$ cat config.mk
export PLATFORM = sky130hd
export DESIGN_NAME = joy_db15_resp
export DESIGN_NICKNAME = d
export VERILOG_FILES = /design/src/rtl/joy_db15_pkg.sv /design/src/rtl/joy_sync.sv /design/src/rtl/joy_db15_resp.sv
export SDC_FILE = /design/constraint.sdc
export NUM_CORES = 1
export LEC_CHECK = 0
export BUFFER_PORTS_ARGS = -buffer_cell sky130_fd_sc_hd__buf_2
export CORE_MARGIN = 5
export CORE_UTILIZATION = 57
export DETAILED_ROUTE_END_ITERATION = 10
export GPL_TIMING_DRIVEN = 0
export PLACE_DENSITY_LB_ADDON = 0.05
export RECOVER_POWER = 100
export SKIP_CTS_REPAIR_TIMING = 1
export SLEW_MARGIN = 20
export SYNTH_ARGS = -nofsm -noshare
export SYNTH_HDL_FRONTEND = slang
export SYNTH_HIERARCHICAL = 1
export SYNTH_SLANG_ARGS = --single-unit
$ cat constraint.sdc
create_clock -name i_clk_sys -period 2.2 [get_ports i_clk_sys]
set_clock_uncertainty 0.05 [all_clocks]
set_input_delay 0.11 -clock i_clk_sys [delete_from_list [all_inputs] [get_ports i_clk_sys]]
set_output_delay 0.11 -clock i_clk_sys [all_outputs]
set_load 0.05 [all_outputs]
$ cat src/rtl/joy_db15_pkg.sv
// Shared constants and types for the DB15 (SNAC) joystick responder.
// Frame defaults, button bit positions and the per-player button word type.
package joy_db15_pkg;

    localparam int BITS_PER_PLAYER = 12;
    localparam int FRAME_BITS      = 2 * BITS_PER_PLAYER;
    localparam int SYNC_STAGES     = 2;

    localparam int JB_RIGHT  = 0;
    localparam int JB_LEFT   = 1;
    localparam int JB_DOWN   = 2;
    localparam int JB_UP     = 3;
    localparam int JB_FIRE_A = 4;
    localparam int JB_FIRE_B = 5;
    localparam int JB_FIRE_C = 6;
    localparam int JB_FIRE_D = 7;
    localparam int JB_FIRE_E = 8;
    localparam int JB_FIRE_F = 9;
    localparam int JB_START  = 10;
    localparam int JB_COIN   = 11;

    typedef logic [BITS_PER_PLAYER-1:0] joy_buttons_t;

endpackage

$ cat src/rtl/joy_sync.sv
// Multi-flop synchronizer for an idle-high asynchronous line, with
// rise/fall pulses derived from the last stage and a delayed copy of it.
module joy_sync #(
    parameter int STAGES = 2
) (
    input  logic i_clk,
    input  logic i_reset,
    input  logic i_async,
    output logic o_level,
    output logic o_rise,
    output logic o_fall
);

    logic [STAGES-1:0] r_sync;
    logic              r_prev;

    // Flops reset high so an idle line never produces an edge after reset.
    always_ff @(posedge i_clk) begin
        if (i_reset) begin
            r_sync <= '1;
            r_prev <= 1'b1;
        end else begin
            r_sync <= {r_sync[STAGES-2:0], i_async};
            r_prev <= r_sync[STAGES-1];
        end
    end

    assign o_level = r_sync[STAGES-1];
    assign o_rise  = r_sync[STAGES-1] & ~r_prev;
    assign o_fall  = ~r_sync[STAGES-1] & r_prev;

endmodule

$ cat src/rtl/joy_db15_resp.sv
// Device-side DB15 joystick responder: emulates the 74HC165 chain, loading
// both player words on a low load strobe and shifting them out active-low.
module joy_db15_resp
    import joy_db15_pkg::*;
#(
    parameter int BITS_PER_PLAYER = joy_db15_pkg::BITS_PER_PLAYER,
    parameter int FRAME_BITS      = joy_db15_pkg::FRAME_BITS,
    parameter int SYNC_STAGES     = joy_db15_pkg::SYNC_STAGES
) (
    input  logic                       i_clk_sys,
    input  logic                       i_reset,
    input  logic                       i_joy_clk,
    input  logic                       i_joy_load,
    input  logic [BITS_PER_PLAYER-1:0] i_p1_buttons,
    input  logic [BITS_PER_PLAYER-1:0] i_p2_buttons,
    output logic                       o_joy_data,
    output logic                       o_frame_done,
    output logic                       o_overrun,
    output logic [4:0]                 o_bit_cnt
);

    localparam logic [4:0] CNT_FULL = 5'(FRAME_BITS);
    localparam logic [4:0] CNT_LAST = 5'(FRAME_BITS - 1);

    logic                  w_clk_level;
    logic                  w_clk_rise;
    logic                  w_clk_fall;
    logic                  w_load_level;
    logic                  w_load_rise;
    logic                  w_load_fall;
    logic                  w_unused_edges;
    logic [FRAME_BITS-1:0] w_frame;

    logic [FRAME_BITS-1:0] r_sr;
    logic                  r_frame_done;
    logic                  r_overrun;
    logic [4:0]            r_bit_cnt;

    joy_sync #(.STAGES(SYNC_STAGES)) u_sync_clk (
        .i_clk   (i_clk_sys),
        .i_reset (i_reset),
        .i_async (i_joy_clk),
        .o_level (w_clk_level),
        .o_rise  (w_clk_rise),
        .o_fall  (w_clk_fall)
    );

    joy_sync #(.STAGES(SYNC_STAGES)) u_sync_load (
        .i_clk   (i_clk_sys),
        .i_reset (i_reset),
        .i_async (i_joy_load),
        .o_level (w_load_level),
        .o_rise  (w_load_rise),
        .o_fall  (w_load_fall)
    );

    assign w_unused_edges = w_clk_level ^ w_clk_fall ^ w_load_rise ^ w_load_fall;

    // Buttons go out active-low; player 1 bit 0 is the first bit on the wire.
    assign w_frame = {~i_p2_buttons, ~i_p1_buttons};

    // Load level dominates any shift edge seen in the same cycle.
    always_ff @(posedge i_clk_sys) begin
        if (i_reset) begin
            r_sr         <= '1;
            r_frame_done <= 1'b0;
            r_overrun    <= 1'b0;
            r_bit_cnt    <= '0;
        end else begin
            r_frame_done <= 1'b0;
            if (!w_load_level) begin
                r_sr      <= w_frame;
                r_bit_cnt <= '0;
                r_overrun <= 1'b0;
            end else if (w_clk_rise) begin
                r_sr <= {1'b1, r_sr[FRAME_BITS-1:1]};
                if (r_bit_cnt == CNT_FULL) begin
                    r_overrun <= 1'b1;
                end else begin
                    r_bit_cnt <= r_bit_cnt + 5'd1;
                end
                if (r_bit_cnt == CNT_LAST) begin
                    r_frame_done <= 1'b1;
                end
            end
        end
    end

    assign o_joy_data   = r_sr[0];
    assign o_frame_done = r_frame_done;
    assign o_overrun    = r_overrun;
    assign o_bit_cnt    = r_bit_cnt;

endmodule

==> results of run 1 <==
[critical path, delay by kind of cell, from the launching register on]
family | cells | cell delay [ns]
multiplexers | 2 | 0.33
AND/OR/NAND/NOR | 2 | 0.39
flip-flops | 1 | 0.34
buffers and inverters | 2 | 0.55
[final timing paths]
path | startpoint | end | slack, ns | cells past startpoint
min | i_p2_buttons[0] | r_sr[12]$_SDFFE_PP1P_ | 0.05 | 3
min reg2reg | u_sync_clk/r_sync[0]$_SDFF_PP1_ | u_sync_clk/r_sync[1]$_SDFF_PP1_ | 0.37 | 1
max | u_sync_clk/r_sync[1]$_SDFF_PP1_ | r_sr[16]$_SDFFE_PP1P_ | 0.44 | 6
max reg2reg | u_sync_clk/r_sync[1]$_SDFF_PP1_ | r_sr[16]$_SDFFE_PP1P_ | 0.44 | 6
[per-stage QoR]
step                hold slack, ns  power, uW  cell area (um2)  instances  setup slack, ns
floorplan                    0.157        769             1630        150            0.472
global route                0.0259       1310             1920        226            0.290
finish                      0.0529       1240             1920        226            0.442
global placement             0.241        804             1840        216            0.764
detailed placement           0.253        808             1840        216            0.716
CTS                         -0.109       1250             1920        224            0.678
[layout make-up]
| cell class | instances | area (um2) | area share |
|---|---|---|---|
| inverter | 3 | 11.3 | 0.00587 |
| clock buffer | 6 | 41.3 | 0.0215 |
| buffer | 9 | 61.3 | 0.0320 |
| clock inverter | 2 | 35.0 | 0.0183 |
| multi-input combinational | 102 | 823 | 0.430 |
| timing repair buffer | 37 | 185 | 0.0966 |
| tap | 31 | 38.8 | 0.0202 |
| sequential | 36 | 721 | 0.376 |
[power breakdown]
group          internal, uW  leakage (uW)  switching [uW]
clock network           238     0.0000422             207
logic                  62.9      0.000521            49.2
registers               672      0.000294            9.79
total                   973      0.000857             266
[state kept, by name, summed over array words and instances, names as in the netlist]
name and cells:
r_sr 24, o_bit_cnt 5, u_sync_clk/r_sync 2, u_sync_load/r_sync 2, o_frame_done 1, o_overrun 1, u_sync_clk/r_prev 1
[layer usage]
metal  wire [um]  vias up  GRT usage  part of all wire
li1            -      600          -                 -
met1        1230      513      0.175              0.45
met2        1290       25      0.244              0.47
met3         177        5     0.0693             0.064
met4          48        0     0.0545             0.017
met5           0        -          0                 0
==> flow_metrics.env, run 1 <==
export IMPL_cp_cell_sequence="nor2b_1 -> clkbuf_1 -> clkbuf_2 -> mux2i_1 -> mux2i_1 -> or2_2"
export IMPL_worstPathRequired_ns=2.38
export IMPL_cts_tree="done"
export IMPL_cts_buffer_depth=2
export IMPL_antenna_found_initial=0
export IMPL_rsz0062_at_grt="no"
export IMPL_gp_congestion=0.762
export IMPL_grt_pass1_vias=1130
export IMPL_drtIter0Drc=40
export IMPL_fmax_mhz=569
export IMPL_drive_gt1_frac=0.338
export IMPL_syn_nets=180
export IMPL_syn_area_um2=1630
export IMPL_post_route_period_util=0.799
export IMPL_start_util=0.590
export IMPL_firstDrtPassIters=4
export IMPL_drv_cap=0
export IMPL_arrival_ns=1.93
export IMPL_drv_slew=0
export IMPL_utilization=0.695
export IMPL_die_w_um=63.4
export IMPL_finalSetupTns_ns=0
export IMPL_leakage_uw=0.000857
export IMPL_cts_sinks=36
export IMPL_tightest_slew_ns=0.608
export IMPL_ir_drop_mv=0.641
export IMPL_layout_common_cells="47 x mux2i_1, 36 x dfxtp_1, 27 x buf_2, 24 x or2_2, 12 x clkbuf_1"
export IMPL_path_common_cell="mux2i_1"
export IMPL_nFillCells=244
export IMPL_ant_nets=0
export IMPL_syn_mean_instance_area_um2=10.8
export IMPL_status="completed"
export IMPL_areaGrowthSynthToFinish_pct=17.8
export IMPL_startpoint_type="register"
export IMPL_cpMaxStageDelayCell="clkbuf_2"
export IMPL_via_per_inst=5.06
export IMPL_htree_levels=2
export IMPL_slew_headroom=0.597
export IMPL_ioPinCount=36
export IMPL_finalNetCount=224
export IMPL_synth_warnings=6
export IMPL_hold_path_class="in -> reg"
export IMPL_crit_path_end_kind="register"
export IMPL_clock_latency_ns=0.33
export IMPL_netlist_instances=150
export IMPL_drc=0
export IMPL_rows=19
export IMPL_timing_worst_setup_path_type="reg -> reg"
export IMPL_antenna_cells=0
export IMPL_io_buffers=35
export IMPL_cts_root_buffer="clkbuf_4"
export IMPL_wl_per_cell_um=12.2
export IMPL_clk_pin_slew_ns=0.10
export IMPL_dieArea_um2=4020
export IMPL_grt_pass1_wl_um=4830
export IMPL_timing_hold_violations_final=0
export IMPL_powerDensity_nw_per_um2=647
export IMPL_num_vias=1143
export IMPL_routed_wirelength_um=2750
export IMPL_period_needed_ns=1.76
export IMPL_core_area_um2=2760
export IMPL_critPathMaxFanout=10
export IMPL_finalSetupViolCount=0
export IMPL_overflow=0
export IMPL_dp_hpwl_um=1990
export IMPL_layout_commonest_cell="mux2i_1"
export IMPL_grt_max_degree=13
export IMPL_max_stage_delay_ns=0.35
export IMPL_numCtsBuffers=5
export IMPL_die_h_um=63.4
export IMPL_grtUsageTotal=0.151
(Power assumes the default switching activity.)
==> inputs of run 2 (changes only) <==
--- a/config.mk
+++ b/config.mk
@@ -7,7 +7,7 @@
 export LEC_CHECK = 0
 export BUFFER_PORTS_ARGS = -buffer_cell sky130_fd_sc_hd__buf_2
 export CORE_MARGIN = 5
-export CORE_UTILIZATION = 57
+export CORE_UTILIZATION = 48
 export DETAILED_ROUTE_END_ITERATION = 10
 export GPL_TIMING_DRIVEN = 0
 export PLACE_DENSITY_LB_ADDON = 0.05
==> constraint.sdc (replaced) <==
create_clock -name i_clk_sys -period 1.54 [get_ports i_clk_sys]
set_clock_uncertainty 0.05 [all_clocks]
set_input_delay 0.077 -clock i_clk_sys [delete_from_list [all_inputs] [get_ports i_clk_sys]]
set_output_delay 0.077 -clock i_clk_sys [all_outputs]
set_load 0.05 [all_outputs]
==> flow_metrics.env, run 2 (synthesized netlist as in run 1, its figures left out) <==
export IMPL_status="completed"
export IMPL_instances_no_fill=248
export IMPL_slew_headroom=0.606
export IMPL_hold_path_class="in -> reg"
export IMPL_nFillCells=305
export IMPL_overflow=0
export IMPL_grt_pass1_wl_um=4910
export IMPL_antenna_cells=0
export IMPL_seqCellArea_um2=723
export IMPL_dieArea_um2=4650
export IMPL_ant_nets=0
export IMPL_drive_gt1_frac=0.391
export IMPL_multi_input_area_um2=838
export IMPL_dp_hpwl_um=2050
export IMPL_antenna_found_initial=0
export IMPL_numCtsBuffers=5
export IMPL_regMostFlops="r_sr"
export IMPL_num_vias=1183
export IMPL_drc=0
export IMPL_crit_path_end_kind="register"
export IMPL_dpl_instance_area_um2=1860
export IMPL_startpoint_type="register"
export IMPL_io_buffers=35
export IMPL_fmax_mhz=678
export IMPL_timing_hold_violations_final=0
export IMPL_timing_worst_setup_path_type="reg -> reg"
export IMPL_finalSetupViolCount=0
export IMPL_ioPinCount=36
export IMPL_cts_buffer_depth=2
export IMPL_clk_pin_slew_ns=0.10
export IMPL_arrival_ns=1.69
export IMPL_die_h_um=68.2
export IMPL_drv_cap=0
export IMPL_start_util=0.491
export IMPL_clock_latency_ns=0.33
export IMPL_cts_root_buffer="clkbuf_4"
export IMPL_routed_wirelength_um=3070
export IMPL_grt_pass1_vias=1149
export IMPL_grt_max_degree=13
export IMPL_dp_cells=231
export IMPL_firstDrtPassIters=5
export IMPL_drtIter0Drc=44
export IMPL_grtUsageTotal=0.142
export IMPL_cts_tree="done"
export IMPL_worstPathRequired_ns=1.76
export IMPL_tightest_slew_ns=0.593
export IMPL_die_w_um=68.2
export IMPL_finalSetupTns_ns=0
export IMPL_largest_reg_flops=24
export IMPL_whs_ns=0.0137
export IMPL_utilization=0.628
export IMPL_critPathMaxFanout=6
export IMPL_wl_per_cell_um=12.4
export IMPL_rrSetupSlack_ns=0.07
export IMPL_core_area_um2=3310
export IMPL_ir_drop_mv=0.558
export IMPL_powerDensity_nw_per_um2=865
export IMPL_finalNetCount=231
export IMPL_cts_sinks=36
export IMPL_fin_area_um2=2080
export IMPL_drv_slew=0
export IMPL_post_route_period_util=0.958
export IMPL_leakage_uw=0.000936
export IMPL_areaGrowthSynthToFinish_pct=27.8
export IMPL_via_per_inst=4.77
export IMPL_period_needed_ns=1.47
export IMPL_layout_commonest_cell="mux2i_1"
export IMPL_layout_common_cells="47 x mux2i_1, 34 x dfxtp_1, 27 x buf_2, 21 x or2_2, 9 x clkbuf_1"
export IMPL_rows=21
export IMPL_gp_congestion=0.730
export IMPL_htree_levels=2
## run 2: cell types whose count changed in the layout (fill, tap and decap cells not counted), moves of 2 or more
cell,before,now
buf_12,0,2
buf_4,3,7
buf_6,2,0
buf_8,0,2
clkbuf_1,12,9
clkbuf_16,0,2
clkbuf_2,1,3
dfxtp_1,36,34
dfxtp_2,0,2
or2_2,24,21
or2_4,0,3
## run 2: power by group
group	internal, uW	switching (uW)	total (uW)
clock	340	303	643
sequential	960	14.5	975
combinational	106	75.0	181
total	1410	392	1800
## run 2: layer usage
| layer | wire [um] | track usage | vias to the layer above |
|---|---|---|---|
| li1 | - | - | 611 |
| met1 | 1350 | 0.151 | 545 |
| met2 | 1510 | 0.248 | 25 |
| met3 | 185 | 0.0640 | 2 |
| met4 | 25 | 0.0521 | 0 |
| met5 | 0 | 0 | - |
## run 2: worst paths after layout
path / from / end / cells past startpoint
setup / recovery: o_bit_cnt[0]$_SDFFE_PP0P_ / o_bit_cnt[2]$_SDFFE_PP0P_ / 5
hold / removal: i_reset / u_sync_load/r_sync[0]$_SDFF_PP1_ / 2
setup reg to reg: o_bit_cnt[0]$_SDFFE_PP0P_ / o_bit_cnt[2]$_SDFFE_PP0P_ / 5
hold reg to reg: u_sync_load/r_sync[0]$_SDFF_PP1_ / u_sync_load/r_sync[1]$_SDFF_PP1_ / 1
## run 2: final cells by class
type | count | area share
buffer | 9 | 0.0481
clock buffer | 6 | 0.0199
clock inverter | 2 | 0.0168
inverter | 3 | 0.00542
multi-input combinational | 102 | 0.403
sequential | 36 | 0.348
tap | 46 | 0.0277
timing repair buffer | 44 | 0.131
## run 2: worst max-delay path, cell delays in order (launching register included)
cell and delay (ns):
dfxtp_1 0.41, inv_1 0.06, ha_1 0.19, and4b_4 0.21
or3_1 0.37, a21oi_2 0.12
## run 2: metrics by stage
step,power (uW),setup WS [ns]
after floorplan,1100,0.000373
after global placement,1150,0.0799
after detailed placement,1160,0.0227
after CTS,1800,0.00747
after global routing,1890,-0.0129
final,1800,0.0651
==> inputs of run 3 (changes only) <==
--- a/config.mk
+++ b/config.mk
@@ -6,7 +6,7 @@
 export NUM_CORES = 1
 export LEC_CHECK = 0
 export BUFFER_PORTS_ARGS = -buffer_cell sky130_fd_sc_hd__buf_2
-export CORE_MARGIN = 5
+export CORE_MARGIN = 2
 export CORE_UTILIZATION = 48
 export DETAILED_ROUTE_END_ITERATION = 10
 export GPL_TIMING_DRIVEN = 0
==> flow_metrics.env, run 3 (synthesized netlist as in run 1, its figures left out) <==
export IMPL_finalNetCount=226
export IMPL_whs_ns=-0.00154
export IMPL_dr_wl_met2_um=1370
export IMPL_clock_latency_ns=0.34
export IMPL_drv_slew=0
export IMPL_num_vias=1165
export IMPL_utilization=0.614
export IMPL_dr_wl_met3_um=133
export IMPL_seqCellArea_um2=724
export IMPL_dieArea_um2=3870
export IMPL_multi_input_area_um2=838
export IMPL_setup_ws_ns=0.0804
export IMPL_fmax_mhz=685
export IMPL_timing_hold_violations_final=1
export IMPL_maxUsedRoutingLayer="met4"
export IMPL_path_common_cell="mux2i_1"
export IMPL_dp_cells=231
export IMPL_gp_congestion=0.774
export IMPL_ir_drop_mv=0.496
export IMPL_cpMaxStageDelayCell="dfxtp_2"
export IMPL_dp_hpwl_um=1990
export IMPL_instances_no_fill=243
export IMPL_routed_wirelength_um=2850
export IMPL_worstPathRequired_ns=1.72
export IMPL_grt_pass1_wl_um=5150
export IMPL_drc=0
export IMPL_leakage_uw=0.000927
export IMPL_clk_pin_slew_ns=0.11
export IMPL_critPathMaxFanout=6
export IMPL_layout_commonest_cell="mux2i_1"
export IMPL_cp_cell_sequence="nor2b_4 -> buf_6 -> buf_8 -> mux2i_1 -> mux2i_1 -> or2_2"
export IMPL_timing_worst_setup_path_type="reg -> reg"
export IMPL_areaGrowthSynthToFinish_pct=24.0
export IMPL_die_h_um=62.2
export IMPL_post_route_period_util=0.948
export IMPL_ant_nets=0
export IMPL_grt_pass1_vias=1172
export IMPL_violations="hold timing"
export IMPL_grtUsageTotal=0.170
export IMPL_rsz0062_at_grt="no"
export IMPL_cts_sinks=36
export IMPL_htree_levels=2
export IMPL_crit_path_end_kind="register"
export IMPL_overflow=0
export IMPL_start_util=0.495
export IMPL_nFillCells=306
export IMPL_core_area_um2=3280
export IMPL_io_buffers=35
export IMPL_tightest_slew_ns=0.349
export IMPL_max_stage_delay_ns=0.34
export IMPL_arrival_ns=1.64
export IMPL_antenna_found_initial=0
export IMPL_antenna_cells=0
export IMPL_firstDrtPassIters=4
export IMPL_status="finished with violations"
export IMPL_powerDensity_nw_per_um2=829
export IMPL_cts_buffer_depth=2
export IMPL_ioPinCount=36
export IMPL_pre_cts_ws_ns=0.0532
export IMPL_finalSetupViolCount=0
export IMPL_via_per_inst=4.79
export IMPL_numCtsBuffers=5
export IMPL_startpoint_type="register"
export IMPL_grt_max_degree=13
export IMPL_layout_common_cells="46 x mux2i_1, 35 x buf_2, 33 x dfxtp_1, 21 x or2_2"
export IMPL_regMostFlops="r_sr"
export IMPL_largest_reg_flops=24
export IMPL_drtIter0Drc=30
export IMPL_hold_path_class="in -> reg"
export IMPL_rows=21
export IMPL_slew_headroom=0.767
export IMPL_cts_root_buffer="clkbuf_4"
export IMPL_cts_tree="done"
export IMPL_wl_per_cell_um=11.7
export IMPL_die_w_um=62.2
export IMPL_drive_gt1_frac=0.416
export IMPL_drt_met1_wl_um=1280
export IMPL_period_needed_ns=1.46
export IMPL_drv_cap=0
run 3: cell types whose count changed in the layout (fill, tap and decap cells not counted), moves of 3 or more:
cell	change
buf_2	+8
clkbuf_1	-7
buf_4	-3
clkbuf_2	-3
run 3: path summary, 6_finish.rpt:
check / from / to / slack (ns) / depth (start not counted)
worst max-delay path: u_sync_clk/r_sync[1]$_SDFF_PP1_ / r_sr[21]$_SDFFE_PP1P_ / 0.08 / 6
worst min-delay path: i_reset / u_sync_clk/r_sync[0]$_SDFF_PP1_ / -0.002 / 2
worst max register to register: u_sync_clk/r_sync[1]$_SDFF_PP1_ / r_sr[21]$_SDFFE_PP1P_ / 0.08 / 6
worst min register to register: u_sync_load/r_sync[0]$_SDFF_PP1_ / u_sync_load/r_sync[1]$_SDFF_PP1_ / 0.36 / 1
run 3: layout make-up:
class                           count  share of cell area
Multi-Input combinational cell    102               0.416
Clock buffer                        6              0.0254
Tap cell                           46              0.0285
Inverter                            3             0.00558
Sequential cell                    36               0.359
Clock inverter                      2             0.00496
Buffer                              9              0.0478
Timing Repair Buffer               39               0.113
run 3: power by group:
part / switching, uW / internal [uW] / total, uW
Combinational: 73.9 / 102 / 176
Clock: 304 / 217 / 521
Sequential: 14.7 / 961 / 975
Total: 393 / 1280 / 1670
run 3: metal layers:
metal,GRT usage,vias up
met2,0.287,27
met4,0.0917,0
met5,0,-
li1,-,605
met1,0.196,526
met3,0.0471,7
run 3: worst max-delay path, delay by kind of cell, from the launching register on:
| family | cells | cell delay (ns) |
|---|---|---|
| DFF | 1 | 0.34 |
| muxes | 2 | 0.30 |
| and+or+nand+nor | 2 | 0.40 |
| buffers and inverters | 2 | 0.27 |
run 3: metrics by stage:
step                total power (uW)  setup TNS (ns)  area (um2)
floorplan                       1100               0        1630
global placement                1150               0        1860
detailed placement              1160               0        1860
CTS                             1680         -0.0109        1920
global route                    1780               0        2020
finish                          1670               0        2020
